File: src/rtl/ccg_eval_pkg.sv
// ----------------------------------------------------------------------------
// ccg_eval_pkg
//   Shared types and constants for the exhaustive CUT evaluation sequencer:
//   the sequencer state encoding, the default MISR polynomial and seed, and a
//   16-bit MISR step function that the sequencer's harness can use as a
//   reference model of the signature.
// ----------------------------------------------------------------------------
package ccg_eval_pkg;

    typedef enum logic [1:0] {
        IDLE,
        APPLY,
        CAPTURE,
        DONE
    } state_e;

    localparam int          SIG_W_DEF    = 16;
    localparam logic [15:0] SIG_POLY_DEF = 16'h1021;
    localparam logic [15:0] SIG_SEED_DEF = 16'hFFFF;

    // One MISR compaction step at the default width: shift left, fold the
    // outgoing MSB back through the polynomial taps, then absorb the data word.
    function automatic logic [15:0] misr_step(input logic [15:0] sig,
                                              input logic [15:0] poly,
                                              input logic [15:0] data);
        return {sig[14:0], 1'b0} ^ (sig[15] ? poly : 16'h0000) ^ data;
    endfunction

endpackage

File: src/rtl/ccg_misr.sv
// ----------------------------------------------------------------------------
// ccg_misr
//   Multiple-input signature register used to compact CUT responses.
//   Ports:
//     clk, rst_n   clock and asynchronous active-low reset (state clears to 0)
//     load_i       load SIG_SEED (takes priority over step_i)
//     step_i       absorb data_i into the signature this cycle
//     data_i       SIG_W-bit word to compact
//     sig_o        current signature
// ----------------------------------------------------------------------------
module ccg_misr
    import ccg_eval_pkg::*;
#(
    parameter int               SIG_W    = SIG_W_DEF,
    parameter logic [SIG_W-1:0] SIG_POLY = SIG_W'(SIG_POLY_DEF),
    parameter logic [SIG_W-1:0] SIG_SEED = SIG_W'(SIG_SEED_DEF)
) (
    input  logic             clk,
    input  logic             rst_n,
    input  logic             load_i,
    input  logic             step_i,
    input  logic [SIG_W-1:0] data_i,
    output logic [SIG_W-1:0] sig_o
);

    logic [SIG_W-1:0] sig_q;
    logic [SIG_W-1:0] sig_d;

    // NOTE: next-state logic starts from a hold default so every path assigns
    // sig_d and no latch is inferred.
    always_comb begin
        sig_d = sig_q;
        if (load_i) begin
            sig_d = SIG_SEED;
        end else if (step_i) begin
            sig_d = {sig_q[SIG_W-2:0], 1'b0}
                  ^ (sig_q[SIG_W-1] ? SIG_POLY : '0)
                  ^ data_i;
        end
    end

    // NOTE: state registers use non-blocking assignments so every flop
    // samples pre-edge values regardless of block ordering.
    always_ff @(posedge clk or negedge rst_n) begin
        if (!rst_n) begin
            sig_q <= '0;
        end else begin
            sig_q <= sig_d;
        end
    end

    assign sig_o = sig_q;

endmodule

File: src/rtl/ccg_eval_sequencer.sv
// ----------------------------------------------------------------------------
// ccg_eval_sequencer
//   Exhaustively sweeps a combinational circuit-under-test: applies every
//   input vector 0..2^N_IN-1, holds it SETTLE cycles, captures the response,
//   streams it over a valid/ready port and compacts accepted responses into a
//   MISR signature.
//   Ports:
//     clk, rst_n           clock, asynchronous active-low reset
//     start                begin a sweep (honoured only in IDLE)
//     abort                synchronous abort back to IDLE, no done pulse
//     cut_x  / cut_f       stimulus to / response from the CUT
//     rsp_valid/rsp_ready  response handshake
//     rsp_vec / rsp_f      vector index and captured response of a beat
//     busy                 sweep in progress
//     done                 one-cycle pulse at sweep completion
//     signature            MISR result, stable from done until next start
// ----------------------------------------------------------------------------
module ccg_eval_sequencer
    import ccg_eval_pkg::*;
#(
    parameter int               N_IN     = 7,
    parameter int               N_OUT    = 4,
    parameter int               SETTLE   = 2,
    parameter int               SIG_W    = SIG_W_DEF,
    parameter logic [SIG_W-1:0] SIG_POLY = SIG_W'(SIG_POLY_DEF),
    parameter logic [SIG_W-1:0] SIG_SEED = SIG_W'(SIG_SEED_DEF)
) (
    input  logic             clk,
    input  logic             rst_n,
    input  logic             start,
    input  logic             abort,
    output logic [N_IN-1:0]  cut_x,
    input  logic [N_OUT-1:0] cut_f,
    output logic             rsp_valid,
    input  logic             rsp_ready,
    output logic [N_IN-1:0]  rsp_vec,
    output logic [N_OUT-1:0] rsp_f,
    output logic             busy,
    output logic             done,
    output logic [SIG_W-1:0] signature
);

    localparam logic [3:0] SETTLE_LAST = 4'(SETTLE - 1);

    state_e           state_q;
    logic [N_IN-1:0]  cut_x_q;
    logic [3:0]       settle_q;
    logic             rsp_valid_q;
    logic [N_IN-1:0]  rsp_vec_q;
    logic [N_OUT-1:0] rsp_f_q;
    logic             busy_q;
    logic             done_q;

    logic misr_load;
    logic misr_step_en;

    // Seed on an honoured start; compact only beats actually accepted.
    // Abort beats a coincident start or accept, leaving the signature as is.
    assign misr_load    = (state_q == IDLE) && start && !abort;
    assign misr_step_en = (state_q == CAPTURE) && rsp_valid_q && rsp_ready && !abort;

    always_ff @(posedge clk or negedge rst_n) begin
        if (!rst_n) begin
            state_q     <= IDLE;
            cut_x_q     <= '0;
            settle_q    <= '0;
            rsp_valid_q <= 1'b0;
            rsp_vec_q   <= '0;
            rsp_f_q     <= '0;
            busy_q      <= 1'b0;
            done_q      <= 1'b0;
        end else begin
            done_q <= 1'b0;
            if (abort && state_q != IDLE) begin
                // cut_x and the captured beat are deliberately left untouched.
                state_q     <= IDLE;
                rsp_valid_q <= 1'b0;
                busy_q      <= 1'b0;
            end else begin
                unique case (state_q)
                    IDLE: begin
                        if (start && !abort) begin
                            state_q  <= APPLY;
                            busy_q   <= 1'b1;
                            cut_x_q  <= '0;
                            settle_q <= '0;
                        end
                    end
                    APPLY: begin
                        if (settle_q == SETTLE_LAST) begin
                            state_q     <= CAPTURE;
                            rsp_valid_q <= 1'b1;
                            rsp_vec_q   <= cut_x_q;
                            rsp_f_q     <= cut_f;
                        end else begin
                            settle_q <= settle_q + 4'd1;
                        end
                    end
                    CAPTURE: begin
                        if (rsp_ready) begin
                            rsp_valid_q <= 1'b0;
                            if (&cut_x_q) begin
                                // Last vector: finish without wrapping cut_x.
                                state_q <= DONE;
                                busy_q  <= 1'b0;
                                done_q  <= 1'b1;
                            end else begin
                                state_q  <= APPLY;
                                cut_x_q  <= cut_x_q + N_IN'(1);
                                settle_q <= '0;
                            end
                        end
                    end
                    DONE: begin
                        state_q <= IDLE;
                    end
                endcase
            end
        end
    end

    ccg_misr #(
        .SIG_W    (SIG_W),
        .SIG_POLY (SIG_POLY),
        .SIG_SEED (SIG_SEED)
    ) u_misr (
        .clk    (clk),
        .rst_n  (rst_n),
        .load_i (misr_load),
        .step_i (misr_step_en),
        .data_i (SIG_W'(rsp_f_q)),
        .sig_o  (signature)
    );

    assign cut_x     = cut_x_q;
    assign rsp_valid = rsp_valid_q;
    assign rsp_vec   = rsp_vec_q;
    assign rsp_f     = rsp_f_q;
    assign busy      = busy_q;
    assign done      = done_q;

endmodule

File: config.mk
export PLATFORM = sky130hd
export DESIGN_NAME = ccg_eval_sequencer
export DESIGN_NICKNAME = d
export VERILOG_FILES = /design/src/rtl/ccg_eval_pkg.sv /design/src/rtl/ccg_misr.sv /design/src/rtl/ccg_eval_sequencer.sv
export SDC_FILE = /design/constraint.sdc
export NUM_CORES = 1
export LEC_CHECK = 0
export CORE_ASPECT_RATIO = 1.4
export CORE_MARGIN = 4
export CORE_UTILIZATION = 54
export CTS_CLUSTER_SIZE = 12
export DETAILED_ROUTE_END_ITERATION = 12
export PLACE_DENSITY = 0.85
export SETUP_SLACK_MARGIN = 0.2
export SLEW_MARGIN = 20
export SYNTH_ARGS = -nofsm -noshare
export SYNTH_HDL_FRONTEND = slang
export SYNTH_SLANG_ARGS = --single-unit
File: constraint.sdc
create_clock -name clk -period 4.8 [get_ports clk]
set_input_delay 0.48 -clock clk [delete_from_list [all_inputs] [get_ports clk]]
set_output_delay 0.48 -clock clk [all_outputs]
set_load 0.01 [all_outputs]
==> out/qor.csv <==
stage,metric,value,unit
outcome,outcome,"complete, no violations",
clock_network,post-cts-setup-buffers,0,
drt,drtAntennaViolNets,0,
global_routing,grt_start_max_net_pins,44,
sta,fmax,449,MHz
worst_hold_path,hp-class,in2async,
drt,route.detailed.drc,0,
die,core-area,3680,sq um
sta,rsz0062_at_grt,false,
logic_synthesis,yosys-top-cells-area,"dfrtp_1 52%, nand2_1 7.7%, mux2_4 4.4%",
worst_setup_path,crit_arrival,2.41,ns
worst_setup_path,critPathLaunchType,primary input,
logic_synthesis,ys.flop_type,dfrtp_1,
worst_setup_path,path_cells,clkdlybuf4s50_1 -> nor2_1 -> nand2_1 -> and2_1 -> a211o_1,
logic_synthesis,yosys_warnings,0,
die,num_rows,26,
sta,finalCritPeriodShare,0.464,
final_layout,area_growth,27.1,%
power_and_ir_drop,pwr_density_cell,386,nW/um^2
power_and_ir_drop,p_switching,0.294,mW
drt,initialDrtViolationCount,56,
worst_setup_path,worst-r2r-cell-count,4,
power_and_ir_drop,ir_drop,299,uV
worst_setup_path,cp_slowest_cell,clkdlybuf4s50_1,
die,die_y,81.1,um
power_and_ir_drop,sw_frac_of_total,0.292,
worst_setup_path,crit_path_start,abort,
logic_synthesis,ys_seq_area_frac,0.522,
placed_design,dp.final_hpwl,2.96,mm
sta,slew_viol_final,0,
die,die_area,4880,sq um
sta,hold_viol,0,
worst_setup_path,worst_setup_path_end_kind,flip-flop,
sta,clock_skew,0.00733,ns
logic_synthesis,postSynthCellCount,199,
global_routing,grt_usage,0.190,
logic_synthesis,synth.avg_cell_area,10.3,sq um
logic_synthesis,syn-cell-area,2060,sq um
power_and_ir_drop,p_leak,1.17,nW
placed_design,gp_congestion,0.821,
worst_setup_path,path_class,in2reg,
drt,routed_wl,4.21,mm
power_and_ir_drop,p_total,1.01,mW
worst_setup_path,critPathMaxFanout,22,
logic_synthesis,ys_async_sr_fraction,1.00,
sta,final.setup.tns,0,ns
clock_network,clk-insertion-delay-late,0.30,ns
worst_setup_path,cp_data_required_time,4.98,ns
logic_synthesis,yosysMostFrequentCell,dfrtp_1,
drt,wire_per_inst,14.8,um
worst_setup_path,critical_path.max_stage_delay,0.59,ns
die,start_util,0.560,
clock_network,cts.path.max_buffers,2,
clock_network,cts_buffers,5,
final_layout,antenna_cells,0,
final_layout,nFillCells,278,
global_routing,grt_pass1_wl,6.96,mm
sta,max_slew_margin,0.393,
power_and_ir_drop,combPwrFrac,0.262,
clock_network,cts_sinks,43,
logic_synthesis,yosys.area.top_type,dfrtp_1,
logic_synthesis,synthTopCellsByCount,"43 x dfrtp_1, 42 x nand2_1, 17 x nand3_1",
run,drv_cap,0,
drt,first_pass_iters,4,
final_layout,drive_above_1_share,0.0988,
logic_synthesis,yosys_register_bits,43,
logic_synthesis,synth_enable_flop_cells,0,
logic_synthesis,synth.top_cell.area_share,0.522,
worst_setup_path,timing.rr.start,state_q[0],
clock_network,cts_resized,0,
global_routing,antenna_found_initial,0,
clock_network,clk_pin_slew,0.09,ns
sta,timing.hold.ws,0.299,ns
clock_network,postCtsHoldBufs,0,
sta,setup_viol,0,
power_and_ir_drop,intPower,0.715,mW
die,io-pin-count,46,
sta,period_needed,2.23,ns
global_routing,grt_overflow_total,0,
logic_synthesis,synth_fp_nets,211,
clock_network,cts-root-buf,clkbuf_8,
placed_design,port_buffers,45,
global_routing,first_global_vias,1464,
clock_network,cts_htree_levels,2,
final_layout,nNetsFinal,254,
drt,viasPerCell,5.52,
clock_network,cts_tree,done,
logic_synthesis,synth_cell_types,40,
die,die_x,60.2,um
sta,tightest_slew,0.910,ns
drt,via_count,1574,
power_and_ir_drop,clkPwrFrac,0.280,
power_and_ir_drop,pwr-share-seq,0.458,
-- layout make-up --
type	count	area, sq um	area share
sequential	43	1080	0.411
inverter	8	30.0	0.0115
tap	42	52.6	0.0201
clock inverter	3	43.8	0.0167
multi-input combinational	139	901	0.344
timing repair buffer	45	445	0.170
clock buffer	5	68.8	0.0263
-- worst max-delay path: cells and delay by family --
kind / cells / cell delay [ns]
AND/OR/NAND/NOR: 3 / 1.04
buffers and inverters: 1 / 0.59
AO/OA/AOI/OAI: 1 / 0.30
-- sequential cells by signal (all words and copies together), names as in the netlist --
signal	cells
busy	1
cut_x	7
done	1
rsp_f	4
rsp_valid	1
rsp_vec	7
settle_q	4
state_q	2
u_misr.sig_o	16
-- metrics by stage --
stage / cell area [sq um] / utilization / std cells / setup WS, ns
6_report: 2620 / 0.712 / 285 / 2.57
4_1_cts: 2620 / 0.712 / 285 / 2.58
2_1_floorplan: 2060 / - / 199 / 3.24
5_1_grt: 2620 / 0.712 / 285 / 2.44
3_3_place_gp: 2500 / 0.681 / 277 / 2.35
3_5_place_dp: 2500 / 0.681 / 277 / 2.29
-- layout by cell type (no fill, tap or decap), types with 5 or more instances in the layout --
cell type,count
clkdlybuf4s50_1,44
dfrtp_1,43
nand2_1,42
nand3_1,17
nor2_1,9
inv_1,8
xnor2_1,7
o211ai_1,6
mux2_4,6
a21oi_1,5
clkbuf_8,5
-- cells by family (layout without fill, tap and decap cells) --
family / count (synthesis) / in the layout / synth area share
AOI/OAI and AO/OA: 32 / 32 / 0.118
xor gates and xnor gates: 8 / 8 / 0.0340
adders and majority gates: 3 / 3 / 0.0182
buffers and inverters: 17 / 61 / 0.0401
DFF: 43 / 43 / 0.522
muxes: 11 / 11 / 0.0699
and+or+nand+nor: 85 / 85 / 0.197
-- metal layers --
layer,vias to the layer above,wire length (um),track usage
met5,-,0,0
met4,0,49,0.0732
met3,4,176,0.0334
met2,43,2230,0.307
met1,758,1750,0.249
li1,769,-,-
-- power by group through the flow --
| stage | clock (mW) | sequential (mW) | combinational (mW) |
|---|---|---|---|
| floorplan | 0 | 0.476 | 0.139 |
| global placement | 0 | 0.468 | 0.258 |
| detailed placement | 0 | 0.470 | 0.266 |
| CTS | 0.288 | 0.463 | 0.268 |
| global route | 0.303 | 0.472 | 0.288 |
| finish | 0.282 | 0.463 | 0.264 |
-- worst paths after layout --
path,to,slack (ns)
max,cut_x[4],2.57
max in group asynchronous,cut_x[3],3.92
max reg2reg,cut_x[4],2.89
min reg2reg,rsp_vec[2],0.50
min,u_misr.sig_o[13],0.30
min in group clk,rsp_vec[2],0.50
Power figures use the tool's default switching activity.
